$ cat src/rtl/mem_bus_arbiter_pkg.sv
// Shared widths, wait limit and arbiter state encoding for the memory bus arbiter.
package mem_bus_arbiter_pkg;

  localparam int ARB_XLEN     = 32;
  localparam int ARB_PC_WIDTH = 32;
  localparam int MEM_WAIT_MAX = 15;

  typedef enum logic [2:0] {
    ARB_IDLE     = 3'd0,
    ARB_IF_WAIT  = 3'd1,
    ARB_MEM_WAIT = 3'd2,
    ARB_MEM_HOLD = 3'd3,
    ARB_IF_DRAIN = 3'd4
  } arb_state_e;

endpackage

$ cat src/rtl/mem_bus_arbiter_timer.sv
// Bus wait timer: cleared on issue, counts unacked request cycles, saturates at MAX_WAIT-1.
// Latency: expired is combinational on the last allowed cycle; no backpressure.
module bus_wait_timer
  import mem_bus_arbiter_pkg::*;
#(
  parameter int MAX_WAIT = MEM_WAIT_MAX
) (
  input  logic clk_i,
  input  logic rst,
  input  logic clr,
  input  logic cnt_en,
  output logic expired
);

  localparam int CW = $clog2(MAX_WAIT + 1);
  localparam logic [CW-1:0] LAST = CW'(MAX_WAIT - 1);

  logic [CW-1:0] count;

  assign expired = cnt_en & (count == LAST);

  always_ff @(posedge clk_i or posedge rst) begin
    if (rst) begin
      count <= '0;
    end else if (clr) begin
      count <= '0;
    end else if (cnt_en && (count != LAST)) begin
      count <= count + CW'(1);
    end
  end

endmodule

$ cat src/rtl/mem_bus_arbiter.sv
// Arbitrates the external memory bus between fetch and load/store, data first; results one cycle after ack.
// Backpressure: data results held in MEM_HOLD until mem_adv_i; fetch results are single-cycle pulses.
module mem_bus_arbiter
  import mem_bus_arbiter_pkg::*;
#(
  parameter int XLEN     = ARB_XLEN,
  parameter int PC_WIDTH = ARB_PC_WIDTH,
  parameter int MAX_WAIT = MEM_WAIT_MAX
) (
  input  logic                clk_i,
  input  logic                rst,
  input  logic                if_req_i,
  input  logic [PC_WIDTH-1:0] if_addr_i,
  input  logic                flush_i,
  output logic                if_ready_o,
  output logic [XLEN-1:0]     if_rdata_o,
  output logic                if_err_o,
  input  logic                mem_req_i,
  input  logic                mem_we_i,
  input  logic [3:0]          mem_wstrb_i,
  input  logic [PC_WIDTH-1:0] mem_addr_i,
  input  logic [XLEN-1:0]     mem_wdata_i,
  input  logic                mem_adv_i,
  output logic                memory_ready_o,
  output logic [XLEN-1:0]     mem_rdata_o,
  output logic                mem_err_o,
  output logic                bus_req_o,
  output logic                bus_we_o,
  output logic [3:0]          bus_wstrb_o,
  output logic [PC_WIDTH-1:0] bus_addr_o,
  output logic [XLEN-1:0]     bus_wdata_o,
  input  logic                bus_ack_i,
  input  logic [XLEN-1:0]     bus_rdata_i
);

  arb_state_e state, state_nxt;
  logic       issue_mem, issue_if;
  logic       expired, done, if_fin;

  bus_wait_timer #(.MAX_WAIT(MAX_WAIT)) u_timer (
    .clk_i   (clk_i),
    .rst     (rst),
    .clr     (issue_mem | issue_if),
    .cnt_en  (bus_req_o & ~bus_ack_i),
    .expired (expired)
  );

  // A timeout completes the access exactly like an ack, just without data.
  assign done   = (bus_req_o & bus_ack_i) | expired;
  assign if_fin = (state == ARB_IF_WAIT) & done & ~flush_i;

  assign memory_ready_o = (state == ARB_MEM_HOLD) | (~mem_req_i & (state != ARB_MEM_WAIT));

  always_ff @(posedge clk_i or posedge rst) begin
    if (rst) state <= ARB_IDLE;
    else     state <= state_nxt;
  end

  always_comb begin
    state_nxt = state;
    issue_mem = 1'b0;
    issue_if  = 1'b0;
    case (state)
      ARB_IDLE: begin
        if (mem_req_i) begin
          issue_mem = 1'b1;
          state_nxt = ARB_MEM_WAIT;
        end else if (if_req_i && !flush_i) begin
          issue_if  = 1'b1;
          state_nxt = ARB_IF_WAIT;
        end
      end
      ARB_IF_WAIT: begin
        if (done)         state_nxt = ARB_IDLE;
        else if (flush_i) state_nxt = ARB_IF_DRAIN;
      end
      ARB_MEM_WAIT: if (done)      state_nxt = ARB_MEM_HOLD;
      ARB_MEM_HOLD: if (mem_adv_i) state_nxt = ARB_IDLE;
      ARB_IF_DRAIN: if (done)      state_nxt = ARB_IDLE;
      default:                     state_nxt = ARB_IDLE;
    endcase
  end

  always_ff @(posedge clk_i or posedge rst) begin
    if (rst) begin
      bus_req_o   <= 1'b0;
      bus_we_o    <= 1'b0;
      bus_wstrb_o <= '0;
      bus_addr_o  <= '0;
      bus_wdata_o <= '0;
      if_ready_o  <= 1'b0;
      if_err_o    <= 1'b0;
      if_rdata_o  <= '0;
      mem_rdata_o <= '0;
      mem_err_o   <= 1'b0;
    end else begin
      if_ready_o <= 1'b0;
      if_err_o   <= 1'b0;

      if (issue_mem) begin
        bus_req_o   <= 1'b1;
        bus_we_o    <= mem_we_i;
        bus_wstrb_o <= mem_wstrb_i;
        bus_addr_o  <= mem_addr_i;
        bus_wdata_o <= mem_wdata_i;
      end else if (issue_if) begin
        bus_req_o   <= 1'b1;
        bus_we_o    <= 1'b0;
        bus_wstrb_o <= '0;
        bus_addr_o  <= if_addr_i;
        bus_wdata_o <= '0;
      end else if (done) begin
        bus_req_o <= 1'b0;
      end

      if ((state == ARB_MEM_WAIT) && done) begin
        mem_rdata_o <= (bus_ack_i && !bus_we_o) ? bus_rdata_i : '0;
        mem_err_o   <= ~bus_ack_i;
      end else if ((state == ARB_MEM_HOLD) && mem_adv_i) begin
        mem_err_o <= 1'b0;
      end

      if (if_fin) begin
        if_ready_o <= 1'b1;
        if_rdata_o <= bus_ack_i ? bus_rdata_i : '0;
        if_err_o   <= ~bus_ack_i;
      end
    end
  end

endmodule

$ cat config.mk
export PLATFORM = sky130hd
export DESIGN_NAME = mem_bus_arbiter
export DESIGN_NICKNAME = d
export VERILOG_FILES = /design/src/rtl/mem_bus_arbiter_pkg.sv /design/src/rtl/mem_bus_arbiter_timer.sv /design/src/rtl/mem_bus_arbiter.sv
export SDC_FILE = /design/constraint.sdc
export NUM_CORES = 1
export LEC_CHECK = 0
export BUFFER_PORTS_ARGS = -buffer_cell sky130_fd_sc_hd__buf_2
export CAP_MARGIN = 20
export CELL_PAD_IN_SITES_DETAIL_PLACEMENT = 0
export CELL_PAD_IN_SITES_GLOBAL_PLACEMENT = 1
export CORE_AREA = 4 4 118 164
export CTS_CLUSTER_DIAMETER = 50
export DETAILED_ROUTE_END_ITERATION = 10
export DIE_AREA = 0 0 122 168
export GPL_ROUTABILITY_DRIVEN = 0
export HOLD_SLACK_MARGIN = 0.1
export PLACE_DENSITY = 0.9
export SKIP_CTS_REPAIR_TIMING = 1
export SYNTH_ARGS = -nofsm -noshare
export SYNTH_HDL_FRONTEND = slang
export SYNTH_SLANG_ARGS = --single-unit
$ cat constraint.sdc
create_clock -name clk_i -period 6.6 [get_ports clk_i]
set_clock_uncertainty 0.1 [all_clocks]
set_input_delay 1.65 -clock clk_i [delete_from_list [all_inputs] [get_ports clk_i]]
set_output_delay 1.65 -clock clk_i [all_outputs]
set_load 0.01 [all_outputs]
After elaboration in Yosys (flattened, before gate mapping)
Cells that the tools add are included.
- input bits: 140
- word-level logic and storage cells: 82
- output and inout port bits: 138
- register bits after elaboration: 144
- reduce and logical (&&, ||, !) cells: 13
- add/subtract/negate cells: 1
- eq/ne operators: 12
- multiplexer cells: 32
- bitwise gates (word level): 12
- operators with widths (kind ; number):
    2-to-1 mux 32 bit ; 6
    2-to-1 mux 3 bit ; 7
    2-to-1 mux 4 bit ; 4
    one-hot mux 3 bit (5 select lines) ; 1
    2-to-1 mux 1 bit ; 14
    AND 1 bit ; 6
    == test 3 x 2 -> 1 bit, second input constant ; 2
    inequality test 2 bit, second input constant ; 3
    inequality test 3 bit, second input constant ; 2
    nonzero test 2 bit ; 3
    logical AND 1 bit ; 5
    AND reduction 5 bit ; 1
    adder 4 x 1 -> 4 bit, second input constant ; 1
    == test 4 bit, second input constant ; 1
    inequality test 4 bit, second input constant ; 1
    == test 3 x 1 -> 1 bit, second input constant ; 1
    == test 3 bit, second input constant ; 1
    zero test 3 bit ; 1
    inequality test 3 x 2 -> 1 bit, second input constant ; 1
    NOT 1 bit ; 3
    bitwise OR 1 bit ; 3
    nonzero test 3 bit ; 1
    zero test 1 bit ; 2

Logic depth before layout (Yosys ltp)
Gate-level depths: netlist (run 1).
- depth in word-level cells: 7
- gate-level depth with buffers: 6
- depth with buffers taken out: 5

By module
From an unflattened synthesis (run 1), not the netlist that was laid out.
- cell total of the unflattened synthesis: 524
- area total of the unflattened synthesis: 6378.6 um^2
- by module, submodules not included (module ; seq. area each (um^2) ; area each (um^2) ; times used ; cells an instance):
    mem_bus_arbiter ; 3503.4 ; 6137.1 ; 1 ; 499
    bus_wait_timer ; 100.1 ; 241.5 ; 1 ; 25

Least setup slack after synthesis (run 1)
Ideal clock, no wire load.
- path type: input-to-output
- from: input port mem_req_i
- to: output port memory_ready_o
- path slack: 2964 ps
- data required time: 4850 ps
- path buffers: 0
- cell stages on the path: 1
- arrival: 1886 ps
- path through: a22oi_1
- word-level cells in the longest chain between the ends: 3
- ends and longest elaborated chain (item ; line ; text):
    from (decl) ; mem_bus_arbiter.sv:18 ; input logic mem_req_i,
    NOT 1 bit ; mem_bus_arbiter.sv:52 ; assign memory_ready_o = (state == ARB_MEM_HOLD) | (~mem_req_i & (state != ARB_MEM_WAIT));
    AND 1 bit ; mem_bus_arbiter.sv:52 ;
    bitwise OR 1 bit ; mem_bus_arbiter.sv:52 ;
    to (decl) ; mem_bus_arbiter.sv:24 ; output logic memory_ready_o,
No other way between the ends.

Worst setup path in the final report (run 1)
Same ends and word-level chain as after synthesis.

==> impl_metrics.env, run 1 <==
export IMPL_reg2reg_from="state[1]"
export IMPL_cp_cell_sequence="buf_2 -> a22oi_1 -> buf_2"
export IMPL_cts_buffers=17
export IMPL_postSynthAreaPerCell_um2=12.6
export IMPL_crit_path_end_kind="primary output"
export IMPL_final_period_utilization_pct=58.3
export IMPL_grt_overflow=0
export IMPL_drtIter0Drc=215
export IMPL_finalSetupTns_ns=0
export IMPL_path_delay_family="buffers and inverters"
export IMPL_synth_ff_type="dfrtp_1"
export IMPL_final_common_cell="buf_2"
export IMPL_dieArea_um2=20500
export IMPL_htreeDepth=4
export IMPL_max_vdd_ir_drop_mv=0.209
export IMPL_antenna_cells=0
export IMPL_cts_sinks=144
export IMPL_fp_dieH_um=168
export IMPL_tightest_slew_ns=0.864
export IMPL_relSlewSlack_pct=42.4
export IMPL_rsz0062_at_grt="false"
export IMPL_crit_arrival_ns=2.10
export IMPL_drive_gt1_share_pct=50.2
export IMPL_worstSetupStartpointType="input pin"
export IMPL_critical_path_slowest_cell="a22oi_1"
export IMPL_cp_max_fo=6
export IMPL_final_cells=1019
export IMPL_initial_utilization_pct=35.3
export IMPL_io_buffers=277
export IMPL_vias=4883
export IMPL_core_um2=17900
export IMPL_clk_pin_slew_ns=0.06
export IMPL_synth_seq_area_share_pct=57.0
export IMPL_grt_pass1_vias=5183
export IMPL_cp_required_ns=4.85
export IMPL_fp_dieW_um=122
export IMPL_cap_violations=0
export IMPL_yosysWarnings=0
export IMPL_leakage_nw=4.80
export IMPL_nets=908
export IMPL_ys_types=38
export IMPL_hpwl_mm=12.4
export IMPL_cpMostUsedCell="buf_2"
export IMPL_hold_viol_final=0
export IMPL_clockBufferDepth=2
export IMPL_final_antenna_net_count=0
export IMPL_drv_slew=0
export IMPL_ioPinCount=278
export IMPL_min_path_type="reg2reg"
export IMPL_synth_area_leader_cell="dfrtp_1"
export IMPL_grt_usage_pct=17.0
export IMPL_setup_viol_count_final=0
export IMPL_viasPerCell=4.79
export IMPL_ys_ff_latch=144
export IMPL_dr_pass1_iters=4
export IMPL_fmax_mhz=260
export IMPL_grt_max_degree=100
export IMPL_grt_antenna_before_repair=1
export IMPL_synth_nets=642
export IMPL_clkLatencyLatePin_ns=0.41
export IMPL_ys_top_cells_by_area="dfrtp_1, mux2_2, a22o_1"
export IMPL_critPathBufInv=2
export IMPL_clockRootBuffer="clkbuf_16"
export IMPL_cp_startpoint="mem_req_i"
export IMPL_dpl_cell_area_um2=7880
export IMPL_dp_cells=986
export IMPL_rows=58
export IMPL_cts_tree="yes"
export IMPL_critPathMaxStageDelay_ns=0.15
export IMPL_synth_edf_count=0
export IMPL_grt_pass1_wl_mm=27.4
export IMPL_syn_to_final_growth_pct=33.8
export IMPL_hp_start="if_rdata_o[19]"
export IMPL_synth_top_area_share_pct=57.0
export IMPL_synth_area_um2=6320
export IMPL_synthArstFlopShare_pct=100
export IMPL_fin_area_um2=8460
export IMPL_powerDensity_nw_per_um2=410
export IMPL_remaining_drc_errors=0
export IMPL_criticalPathCategory="in2out"
export IMPL_routedWlPerCell_um=17.0
export IMPL_routed_wirelength_mm=17.4
export IMPL_status="complete, no violations"
export IMPL_fin_crit_ns=3.85
export IMPL_power_total_mw=3.47
export IMPL_final_cell_mix="buf_2, dfrtp_1, mux2_2, a22o_1, inv_1"
export IMPL_synth_cells=500
flip-flops by register name, summed over array words and instances (netlist names), 3 cells and up:
name	count
bus_wdata_o	32
mem_rdata_o	32
bus_addr_o	32
u_timer.count	4
if_rdata_o	32
state	3
bus_wstrb_o	4
stage by stage:
| stage | hold slack (ns) | utilization [%] | setup WS (ns) |
|---|---|---|---|
| floorplan | 0.416 | - | 0.984 |
| global placement | 0.357 | 44.0 | 2.61 |
| detailed placement | 0.366 | 44.0 | 2.54 |
| CTS | 0.379 | 47.2 | 2.75 |
| global route | 0.381 | 47.2 | 2.67 |
| finish | 0.373 | 47.2 | 2.75 |
path summary, 6_finish.rpt:
path | depth (start not counted) | endpoint | slack, ns
setup reg to reg | 4 | if_rdata_o[30] | 3.97
hold / removal | 1 | if_rdata_o[19] | 0.37
min in group asynchronous | 2 | bus_addr_o[10] | 1.34
hold reg to reg | 1 | if_rdata_o[19] | 0.37
max in group asynchronous | 3 | bus_wdata_o[24] | 3.91
setup / recovery | 3 | memory_ready_o | 2.75
layout make-up:
type | instances | area (um2)
Sequential cell | 144 | 3600
Timing Repair Buffer | 287 | 1470
Clock buffer | 22 | 464
Multi-Input combinational cell | 279 | 2380
Fill cell | 1693 | 9460
Inverter | 37 | 144
Clock inverter | 10 | 104
Tap cell | 240 | 300
worst reg2reg max path, delay by kind of cell, from the launching register on:
| kind | cells | cell delay (ns) |
|---|---|---|
| simple gates | 2 | 1.03 |
| buf+inv | 1 | 0.39 |
| compound gates | 1 | 0.44 |
| flops | 1 | 0.55 |
power breakdown:
part / internal, mW / total, mW / switching (mW)
Sequential: 1.20 / 1.38 / 0.180
Combinational: 0.567 / 1.18 / 0.610
Clock: 0.544 / 0.915 / 0.372
Total: 2.31 / 3.47 / 1.16
routing by layer:
metal | wire (um) | track usage [%] | part of all wire [%] | up-vias
li1 | - | - | - | 2313
met1 | 6570 | 18.3 | 38 | 2358
met2 | 9240 | 31.4 | 53 | 181
met3 | 1110 | 4.84 | 6.4 | 29
met4 | 427 | 5.90 | 2.5 | 2
met5 | 13 | 0 | 0.075 | -
Yosys cell counts (all sizes together) (3+ instances only):
| cell | count |
|---|---|
| dfrtp | 144 |
| mux2 | 65 |
| a22o | 37 |
| inv | 37 |
| nand2 | 33 |
| nand4 | 33 |
| a21bo | 32 |
| mux2i | 32 |
| buf | 27 |
| clkbuf | 13 |
| a21oi | 5 |
| o21ai | 5 |
| or3 | 4 |
| nand2b | 3 |
| nand3 | 3 |
| nor2b | 3 |
| nor4b | 3 |
logic make-up after synthesis:
family / share of synthesized area [%]
compound gates: 12.1
fa+ha+maj: 0.396
buf+inv: 5.46
flops: 57.0
mux: 16.6
simple gates: 8.39
No activity file was read; power rests on OpenSTA's default activity.
==> run 2: changes to the inputs <==
--- a/config.mk
+++ b/config.mk
@@ -9,13 +9,13 @@
 export CAP_MARGIN = 20
 export CELL_PAD_IN_SITES_DETAIL_PLACEMENT = 0
 export CELL_PAD_IN_SITES_GLOBAL_PLACEMENT = 1
-export CORE_AREA = 4 4 118 164
+export CORE_AREA = 4 4 123 171
 export CTS_CLUSTER_DIAMETER = 50
 export DETAILED_ROUTE_END_ITERATION = 10
-export DIE_AREA = 0 0 122 168
+export DIE_AREA = 0 0 127 175
 export GPL_ROUTABILITY_DRIVEN = 0
 export HOLD_SLACK_MARGIN = 0.1
-export PLACE_DENSITY = 0.9
+export PLACE_DENSITY = 0.88
 export SKIP_CTS_REPAIR_TIMING = 1
 export SYNTH_ARGS = -nofsm -noshare
 export SYNTH_HDL_FRONTEND = slang
==> constraint.sdc (replaced) <==
create_clock -name clk_i -period 3.2 [get_ports clk_i]
set_clock_uncertainty 0.1 [all_clocks]
set_input_delay 0.8 -clock clk_i [delete_from_list [all_inputs] [get_ports clk_i]]
set_output_delay 0.8 -clock clk_i [all_outputs]
set_load 0.01 [all_outputs]
==> run 2 against run 1 <==
Effect of this change:
- die area grew 8.4%
- combinational power rose by 110%
- first-iteration DRC count shrank 5.6%
- clock power up 110%
- sequential share of layout area is 0.35 points lower
- via count up 0.23%
- critical path depth did not move
- core utilization fell by 3.2 points
- critical endpoint unchanged
==> impl_metrics.env, run 2 (synthesis results as in run 1) <==
export IMPL_status="complete, no violations"
export IMPL_intPower_mw=4.82
export IMPL_fin_area_um2=8530
export IMPL_hpwl_mm=12.8
export IMPL_viasPerCell=4.76
export IMPL_leakage_nw=4.82
export IMPL_crit_arrival_ns=1.47
export IMPL_regToRegSetupSlack_ns=0.90
export IMPL_initial_utilization_pct=32.7
export IMPL_final_cell_mix="buf_2, dfrtp_1, mux2_2, a22o_1, inv_1"
export IMPL_fillers=1864
export IMPL_crit_path_end_kind="primary output"
export IMPL_routedWlPerCell_um=17.1
export IMPL_fp_dieW_um=127
export IMPL_drive_gt1_share_pct=50.4
export IMPL_critPathCapture="memory_ready_o"
export IMPL_setup_viol_count_final=0
export IMPL_final_antenna_net_count=0
export IMPL_core_um2=19400
export IMPL_critPathBufInv=1
export IMPL_rows=60
export IMPL_worstReg2RegEnd="bus_addr_o[13]"
export IMPL_cp_depth=3
export IMPL_tightest_slew_ns=0.623
export IMPL_final_common_cell="buf_2"
export IMPL_switching_share_pct=32.8
export IMPL_seq_area_um2=3600
export IMPL_relSlewSlack_pct=58.5
export IMPL_cts_tree="yes"
export IMPL_clockBufferDepth=2
export IMPL_grt_pass1_wl_mm=28.0
export IMPL_ioPinCount=278
export IMPL_criticalPathCategory="reg2out"
export IMPL_cap_violations=0
export IMPL_final_period_utilization_pct=74.2
export IMPL_min_path_type="in2async"
export IMPL_setup_ws_ns=0.827
export IMPL_cp_startpoint="state[2]"
export IMPL_seq_power_share_pct=39.6
export IMPL_cts_buffers=17
export IMPL_path_delay_family="flip-flops"
export IMPL_cp_required_ns=2.30
export IMPL_clkLatencyLatePin_ns=0.41
export IMPL_reg2reg_depth=4
export IMPL_nets=911
export IMPL_dieArea_um2=22200
export IMPL_hold_viol_final=0
export IMPL_cp_max_fo=9
export IMPL_max_vdd_ir_drop_mv=0.376
export IMPL_place_ws_ns=0.547
export IMPL_htreeDepth=4
export IMPL_dpl_cell_area_um2=7970
export IMPL_cts_sinks=144
export IMPL_comb_power_share_pct=33.9
export IMPL_syn_to_final_growth_pct=34.9
export IMPL_grt_max_degree=73
export IMPL_fmax_mhz=421
export IMPL_antenna_cells=0
export IMPL_fp_dieH_um=175
export IMPL_critPathMaxStageDelay_ns=0.55
export IMPL_worstSetupStartpointType="flop"
export IMPL_grt_overflow=0
export IMPL_finalSetupTns_ns=0
export IMPL_grt_pass1_vias=5344
export IMPL_powerDensity_nw_per_um2=841
export IMPL_grt_usage_pct=15.8
export IMPL_fin_crit_ns=2.37
export IMPL_drtIter0Drc=203
export IMPL_io_buffers=277
export IMPL_routed_wirelength_mm=17.6
export IMPL_rsz0062_at_grt="false"
export IMPL_drv_slew=0
export IMPL_remaining_drc_errors=0
export IMPL_dr_pass1_iters=4
export IMPL_p_clk_share_pct=26.5
export IMPL_cp_cell_sequence="nor2_1 -> a22oi_1 -> buf_2"
export IMPL_clk_pin_slew_ns=0.06
export IMPL_reg2reg_from="state[1]"
export IMPL_grt_antenna_before_repair=2
export IMPL_p_switching_mw=2.36
export IMPL_critical_path_slowest_cell="dfrtp_1"
export IMPL_vias=4894
export IMPL_multi_input_area_um2=2380
export IMPL_clockRootBuffer="clkbuf_16"
[run 2: layer usage]
layer	routed length, um	up-vias	share of wire (%)	global-route usage (%)
met1	6910	2377	39	18.0
met2	8990	173	51	27.8
li1	-	2307	-	-
met3	1140	33	6.5	4.22
met5	21	-	0.12	0
met4	495	4	2.8	6.84
[run 2: power by group through the flow]
stage	Clock, mW	Sequential, mW	Combinational (mW)
final	1.90	2.84	2.43
after global routing	2.04	2.93	2.67
after CTS	1.96	2.85	2.49
after detailed placement	0	2.86	2.49
after global placement	0	2.86	2.42
after floorplan	0	3.12	1.16
[run 2: through the flow]
step / utilization (%) / hold WS, ns / power (mW) / instances
4_1_cts: 44.1 / 0.322 / 7.30 / 1028
6_report: 44.1 / 0.331 / 7.17 / 1028
3_3_place_gp: 41.2 / 0.360 / 5.28 / 998
2_1_floorplan: - / 0.416 / 4.28 / 500
3_5_place_dp: 41.2 / 0.363 / 5.36 / 998
5_1_grt: 44.1 / 0.346 / 7.64 / 1028
[run 2: final cells by class]
type	instances	share of cell area, %
Tap cell	248	3.64
Multi-Input combinational cell	279	27.9
Timing Repair Buffer	290	18.0
Sequential cell	144	42.2
Clock inverter	10	1.33
Inverter	37	1.67
Clock buffer	20	5.23
[run 2: worst reg2reg max path, delay by kind of cell, from the launching register on]
kind,cells,cell delay (ns)
simple gates,1,0.59
mux,2,0.64
buf+inv,1,0.33
flops,1,0.54
[run 2: worst min path at each step]
stage | cells past startpoint | slack [ns] | start | to
6_report | 2 | 0.33 | rst | if_ready_o
5_1_grt | 2 | 0.35 | rst | if_ready_o
4_1_cts | 2 | 0.32 | rst | if_ready_o
3_5_place_dp | 1 | 0.36 | if_rdata_o[31] | if_rdata_o[31]
3_3_place_gp | 1 | 0.36 | if_rdata_o[2] | if_rdata_o[2]
2_1_floorplan | 1 | 0.42 | if_rdata_o[0] | if_rdata_o[0]
